### src/rtl/nmk112_pkg.sv
// Shared types, address-map boundaries and address helpers for the NMK112 bank mapper.
package nmk112_pkg;

    typedef enum logic [1:0] {
        TABLE_PAGE = 2'd0,
        TABLE_HI   = 2'd1,
        BANKED     = 2'd2
    } region_e;

    localparam logic [17:0] TABLE_PAGE_MAX = 18'h003FF;
    localparam logic [17:0] TABLE_HI_MIN   = 18'h00400;
    localparam logic [17:0] BANKED_MIN     = 18'h10000;

    function automatic int clog2_min1(input int n);
        return (n <= 2) ? 1 : $clog2(n);
    endfunction

    // Sum is built wide so oversized bank values wrap instead of saturating.
    function automatic logic [63:0] wrap_rom_addr(
        input logic [31:0] bank,
        input logic [31:0] offset,
        input int          bank_log2,
        input int          rom_aw,
        input logic [63:0] rom_offs
    );
        logic [63:0] rom_mask;
        logic [63:0] off_mask;
        logic [63:0] sum;
        rom_mask = (64'd1 << rom_aw) - 64'd1;
        off_mask = (64'd1 << bank_log2) - 64'd1;
        sum      = ((64'(bank) << bank_log2) + (64'(offset) & off_mask)) & rom_mask;
        return (sum + rom_offs) & rom_mask;
    endfunction

endpackage

### src/rtl/nmk112_region_decode.sv
// Picks which of a chip's four bank registers serves an OKI sample address.
module nmk112_region_decode
    import nmk112_pkg::*;
(
    input  logic        page_en,
    input  logic [17:0] addr,
    output logic [1:0]  bank_idx,
    output logic [15:0] offset
);

    region_e region;

    always_comb begin
        region = BANKED;
        if (page_en && addr <= TABLE_PAGE_MAX) begin
            region = TABLE_PAGE;
        end else if (page_en && addr >= TABLE_HI_MIN && addr < BANKED_MIN) begin
            region = TABLE_HI;
        end
    end

    // Phrase table pages are 0x100 bytes, so A[9:8] selects the page bank.
    always_comb begin
        bank_idx = addr[17:16];
        case (region)
            TABLE_PAGE: bank_idx = addr[9:8];
            TABLE_HI:   bank_idx = 2'd0;
            default:    bank_idx = addr[17:16];
        endcase
    end

    assign offset = addr[15:0];

endmodule

### src/rtl/nmk112_bank_mapper.sv
// NMK112 bank switch: per-chip bank registers and a 2-stage address translation pipe.
module nmk112_bank_mapper
    import nmk112_pkg::*;
#(
    parameter int          NUM_CHIPS     = 2,
    parameter int          BANK_BITS     = 8,
    parameter int          BANKSIZE_LOG2 = 16,
    parameter int          ROM_AW        = 21,
    parameter logic [3:0]  PAGE_MASK     = 4'b0011,
    parameter int unsigned ROM_OFFS      = 0,
    localparam int         CW            = clog2_min1(NUM_CHIPS)
) (
    input  logic                 CLK,
    input  logic                 RESET,
    input  logic                 WR,
    input  logic [CW+1:0]        WR_OFFSET,
    input  logic [BANK_BITS-1:0] WR_DATA,
    input  logic                 REQ_VALID,
    output logic                 REQ_READY,
    input  logic [CW-1:0]        REQ_CHIP,
    input  logic [17:0]          REQ_ADDR,
    output logic                 ROM_VALID,
    input  logic                 ROM_READY,
    output logic [ROM_AW-1:0]    ROM_ADDR,
    output logic [CW-1:0]        ROM_CHIP
);

    logic [BANK_BITS-1:0] bank_q [NUM_CHIPS][4];

    logic [CW-1:0]        wr_chip;
    logic [1:0]           wr_bank;
    logic                 wr_chip_ok;
    logic                 req_chip_ok;
    logic                 page_en;
    logic [1:0]           dec_idx;
    logic [15:0]          dec_offset;
    logic [BANK_BITS-1:0] sel_bank;

    logic                 s1_valid;
    logic [CW-1:0]        s1_chip;
    logic [15:0]          s1_offset;
    logic [BANK_BITS-1:0] s1_bank;

    logic                 s2_adv;
    logic                 s1_adv;
    logic                 accept;

    assign wr_chip     = WR_OFFSET[CW+1:2];
    assign wr_bank     = WR_OFFSET[1:0];
    assign wr_chip_ok  = int'(wr_chip) < NUM_CHIPS;
    assign req_chip_ok = int'(REQ_CHIP) < NUM_CHIPS;
    assign page_en     = PAGE_MASK[2'(REQ_CHIP)];

    nmk112_region_decode u_decode (
        .page_en  (page_en),
        .addr     (REQ_ADDR),
        .bank_idx (dec_idx),
        .offset   (dec_offset)
    );

    always_comb begin
        sel_bank = '0;
        if (req_chip_ok) begin
            sel_bank = bank_q[REQ_CHIP][dec_idx];
        end
    end

    assign s2_adv    = !ROM_VALID || ROM_READY;
    assign s1_adv    = s1_valid && s2_adv;
    assign REQ_READY = !s1_valid || s2_adv;
    assign accept    = REQ_VALID && REQ_READY;

    // Stage 1 snapshots the bank before any same-cycle write lands.
    always_ff @(posedge CLK or posedge RESET) begin
        if (RESET) begin
            for (int c = 0; c < NUM_CHIPS; c++) begin
                for (int b = 0; b < 4; b++) begin
                    bank_q[c][b] <= '0;
                end
            end
        end else if (WR && wr_chip_ok) begin
            bank_q[wr_chip][wr_bank] <= WR_DATA;
        end
    end

    always_ff @(posedge CLK or posedge RESET) begin
        if (RESET) begin
            s1_valid  <= 1'b0;
            s1_chip   <= '0;
            s1_offset <= '0;
            s1_bank   <= '0;
        end else if (accept) begin
            s1_valid  <= 1'b1;
            s1_chip   <= REQ_CHIP;
            s1_offset <= dec_offset;
            s1_bank   <= sel_bank;
        end else if (s1_adv) begin
            s1_valid  <= 1'b0;
        end
    end

    always_ff @(posedge CLK or posedge RESET) begin
        if (RESET) begin
            ROM_VALID <= 1'b0;
            ROM_ADDR  <= '0;
            ROM_CHIP  <= '0;
        end else if (s1_adv) begin
            ROM_VALID <= 1'b1;
            ROM_CHIP  <= s1_chip;
            ROM_ADDR  <= ROM_AW'(wrap_rom_addr(32'(s1_bank), 32'(s1_offset),
                                               BANKSIZE_LOG2, ROM_AW, 64'(ROM_OFFS)));
        end else if (ROM_READY) begin
            ROM_VALID <= 1'b0;
        end
    end

endmodule

### config.mk
export PLATFORM = sky130hd
export DESIGN_NAME = nmk112_bank_mapper
export DESIGN_NICKNAME = d
export VERILOG_FILES = /design/src/rtl/nmk112_pkg.sv /design/src/rtl/nmk112_region_decode.sv /design/src/rtl/nmk112_bank_mapper.sv
export SDC_FILE = /design/constraint.sdc
export NUM_CORES = 1
export LEC_CHECK = 0
export BUFFER_PORTS_ARGS = -buffer_cell sky130_fd_sc_hd__buf_2
export CAP_MARGIN = 20
export CORE_ASPECT_RATIO = 0.7
export CORE_UTILIZATION = 39
export DETAILED_ROUTE_END_ITERATION = 16
export SLEW_MARGIN = 40
export SYNTH_ARGS = -nofsm -noshare
export SYNTH_HDL_FRONTEND = slang
export SYNTH_SLANG_ARGS = --single-unit
### constraint.sdc
create_clock -name CLK -period 5.4 [get_ports CLK]
set_input_delay 0.27 -clock CLK [delete_from_list [all_inputs] [get_ports CLK]]
set_output_delay 0.27 -clock CLK [all_outputs]
set_load 0.01 [all_outputs]
==> results_dict.tcl <==
set metrics [dict create \
    drc_errors 0 \
    area_growth_syn_to_layout_pct 18.8 \
    reg2reg_to "s1_bank[3]$_DFFE_PP0P_" \
    placed_cell_area_mm2 0.00408 \
    routed_via_density 5.00 \
    tns_ns 0 \
    ioPinCount 59 \
    coreArea_mm2 0.00907 \
    crit_end "s1_bank[3]$_DFFE_PP0P_" \
    grt-ovfl-total 0 \
    synth_cells 284 \
    rsz0062_at_grt "no" \
    startpoint "ROM_VALID$_DFFE_PP0P_" \
    wl_um 7350 \
    hpwl_um 5040 \
    die_height_um 83.1 \
    fin_crit_sh_pct 30.8 \
    synth_area_leader_cell "dfrtp_1" \
    drt_iter0_markers 91 \
    arrival_ns 1.91 \
    max-slew-margin-rel_pct 49.2 \
    dieArea_mm2 0.00979 \
    cts_max_level 3 \
    grt_pass1_vias 2358 \
    row_count 29 \
    post-cts-setup-buffer-count 0 \
    cp-start-kind "flop" \
    finalSetupViolCount 0 \
    synth_area_leaders "dfrtp_1, mux2_2, nand2_1" \
    ys_seq_elements 86 \
    cts-hold-fix-buffers 0 \
    drive_gt1_share_pct 43.8 \
    wire_per_inst_um 15.7 \
    synth_edf_count 0 \
    nets 376 \
    cp_max_fo 20 \
    clock_latency_ns 0.34 \
    peakVddDrop_uv 219 \
    dr_total_vias 2346 \
    post_cts_resized 0 \
    diodes 0 \
    p_leak_nw 2.01 \
    tritoncts "yes" \
    regToRegSetupSlack_ns 3.74 \
    cts_buffers 9 \
    synth_ff_type "dfrtp_1" \
    clock_sinks 86 \
    gr-usage-all-layers_pct 16.5 \
    die_x_um 118 \
    place_congestion 0.739 \
    grt_pass1_wl_um 12200 \
    worst_slew_pin_slew_ns 0.760 \
    powerDensity_mw_per_mm2 395 \
    crit_required_ns 5.65 \
    min_period_ns 1.66 \
    grt_max_degree 87 \
    reg2reg_depth 5 \
    fmax_mhz 602 \
    status "complete, no violations" \
    avgSynthCellArea_um2 12.9 \
    drt_first_pass_iters 4 \
    skew_ns 0.00616 \
    antenna_found_initial 0 \
    syn-num-nets 319 \
    ys_warn_count 0 \
    async_reset_ff_share_pct 100 \
    port_buffers 55 \
    synth_top_area_share_pct 58.8 \
    stdcell_area_mm2 0.00435 \
    synth_area_mm2 0.00366 \
    ant_nets 0 \
    clock_path_buffers 2 \
    path_clk_slew_ns 0.06 \
    end_kind "flop" \
    maxCapViolCount 0 \
    worstSetupPathType "flop to flop" \
    initial_core_util_pct 40.4 \
    ys_seq_area_share_pct 58.8 \
    finalMaxSlewViolations 0 \
    hold_violations 0 \
    hold_path_class "input port to asynchronous set/reset pin" \
    reg2reg_from "ROM_VALID$_DFFE_PP0P_" \
    root_buffer "clkbuf_16" \
    yosysUniqueCellTypes 27 \
]
flip-flops by register name (all words and copies together) (netlist names):
signal,count
bank_q,40
s1_bank,5
ROM_VALID,1
s1_valid,1
ROM_ADDR,21
ROM_CHIP,1
s1_offset,16
s1_chip,1
final cells by class:
type                    count  area (um^2)
fillers                   863         4720
inverters                   2         8.76
repair buffers             56          289
flip-flops and latches     86         2150
multi-input cells         186         1480
clock buffers              14          264
well taps                 124          155
clock inverters             1         5.00
critical path: stages, from the launching register on:
cell and delay [ns]:
dfrtp_1 0.40, nand3b_1 0.15, nand2_1 0.47, nor2_1 0.26, o21ai_0 0.12, o211ai_1 0.17
routing by layer:
layer  share of wire (%)  wire length, um  vias to the layer above  GRT usage, %
met5                   0                0                        -             0
met4                 1.6              121                        0          5.59
met3                 3.5              260                       10          5.01
met2                  44             3270                       43          24.6
met1                  50             3700                     1178          22.9
li1                    -                -                     1115             -
power by group:
group / switching, mW / internal, mW
registers: 0.0628 / 0.780
logic: 0.146 / 0.170
clock network: 0.226 / 0.334
total: 0.435 / 1.28
Yosys cell counts (4+ instances only):
cell type,count
nand2_1,62
mux2_2,69
o211ai_1,4
clkbuf_1,5
a21oi_1,7
mux2i_1,8
dfrtp_1,86
a31oi_1,4
o21ai_0,5
nand2b_1,4
nor2_1,5
stage by stage:
step	hold WS, ns	utilization (%)	power [mW]	worst slack (ns)	instances
finish	0.109	48.0	1.72	3.74	469
global route	0.121	48.0	1.81	3.49	469
CTS	0.110	47.9	1.74	3.71	469
detailed placement	0.459	45.0	1.18	3.39	454
global placement	0.455	44.8	1.16	3.40	454
floorplan	0.375	-	1.06	2.91	284
layout by cell type, fill, tap and decap left out, types with 2 or more instances in the layout:
cell	netlist	routed
dfrtp_1	86	86
mux2_2	69	69
nand2_1	62	61
buf_2	3	55
clkbuf_16	0	9
mux2i_1	8	8
a21oi_1	7	7
nor2_1	5	5
o21ai_0	5	5
nand2b_1	4	4
a31oi_1	4	4
o211ai_1	4	4
mux4_2	3	3
nand4b_1	3	3
clkbuf_1	5	3
clkbuf_8	0	3
nor3_2	1	2
nor3b_2	2	2
clkinv_2	0	2
worst min-delay path by stage:
stage | end | from | cells past startpoint | slack (ns)
3_3_place_gp | s1_offset[8]$_DFFE_PP0P_ | s1_offset[8]$_DFFE_PP0P_ | 2 | 0.45
6_report | s1_offset[1]$_DFFE_PP0P_ | RESET | 3 | 0.11
4_1_cts | s1_offset[0]$_DFFE_PP0P_ | REQ_ADDR[0] | 3 | 0.11
5_1_grt | s1_offset[0]$_DFFE_PP0P_ | REQ_ADDR[0] | 3 | 0.12
3_5_place_dp | s1_offset[0]$_DFFE_PP0P_ | s1_offset[0]$_DFFE_PP0P_ | 2 | 0.46
2_1_floorplan | s1_offset[0]$_DFFE_PP0P_ | REQ_ADDR[0] | 2 | 0.38
kinds of logic (layout without fill, tap and decap cells):
| family | count (synthesis) | in the layout | synth area share [%] |
|---|---|---|---|
| DFF | 86 | 86 | 58.8 |
| buffers and inverters | 12 | 73 | 1.33 |
| and+or+nand+nor | 84 | 84 | 11.0 |
| AOI/OAI and AO/OA | 22 | 22 | 3.62 |
| muxes | 80 | 80 | 25.2 |
Note: power is estimated with default switching activity, not from simulation.
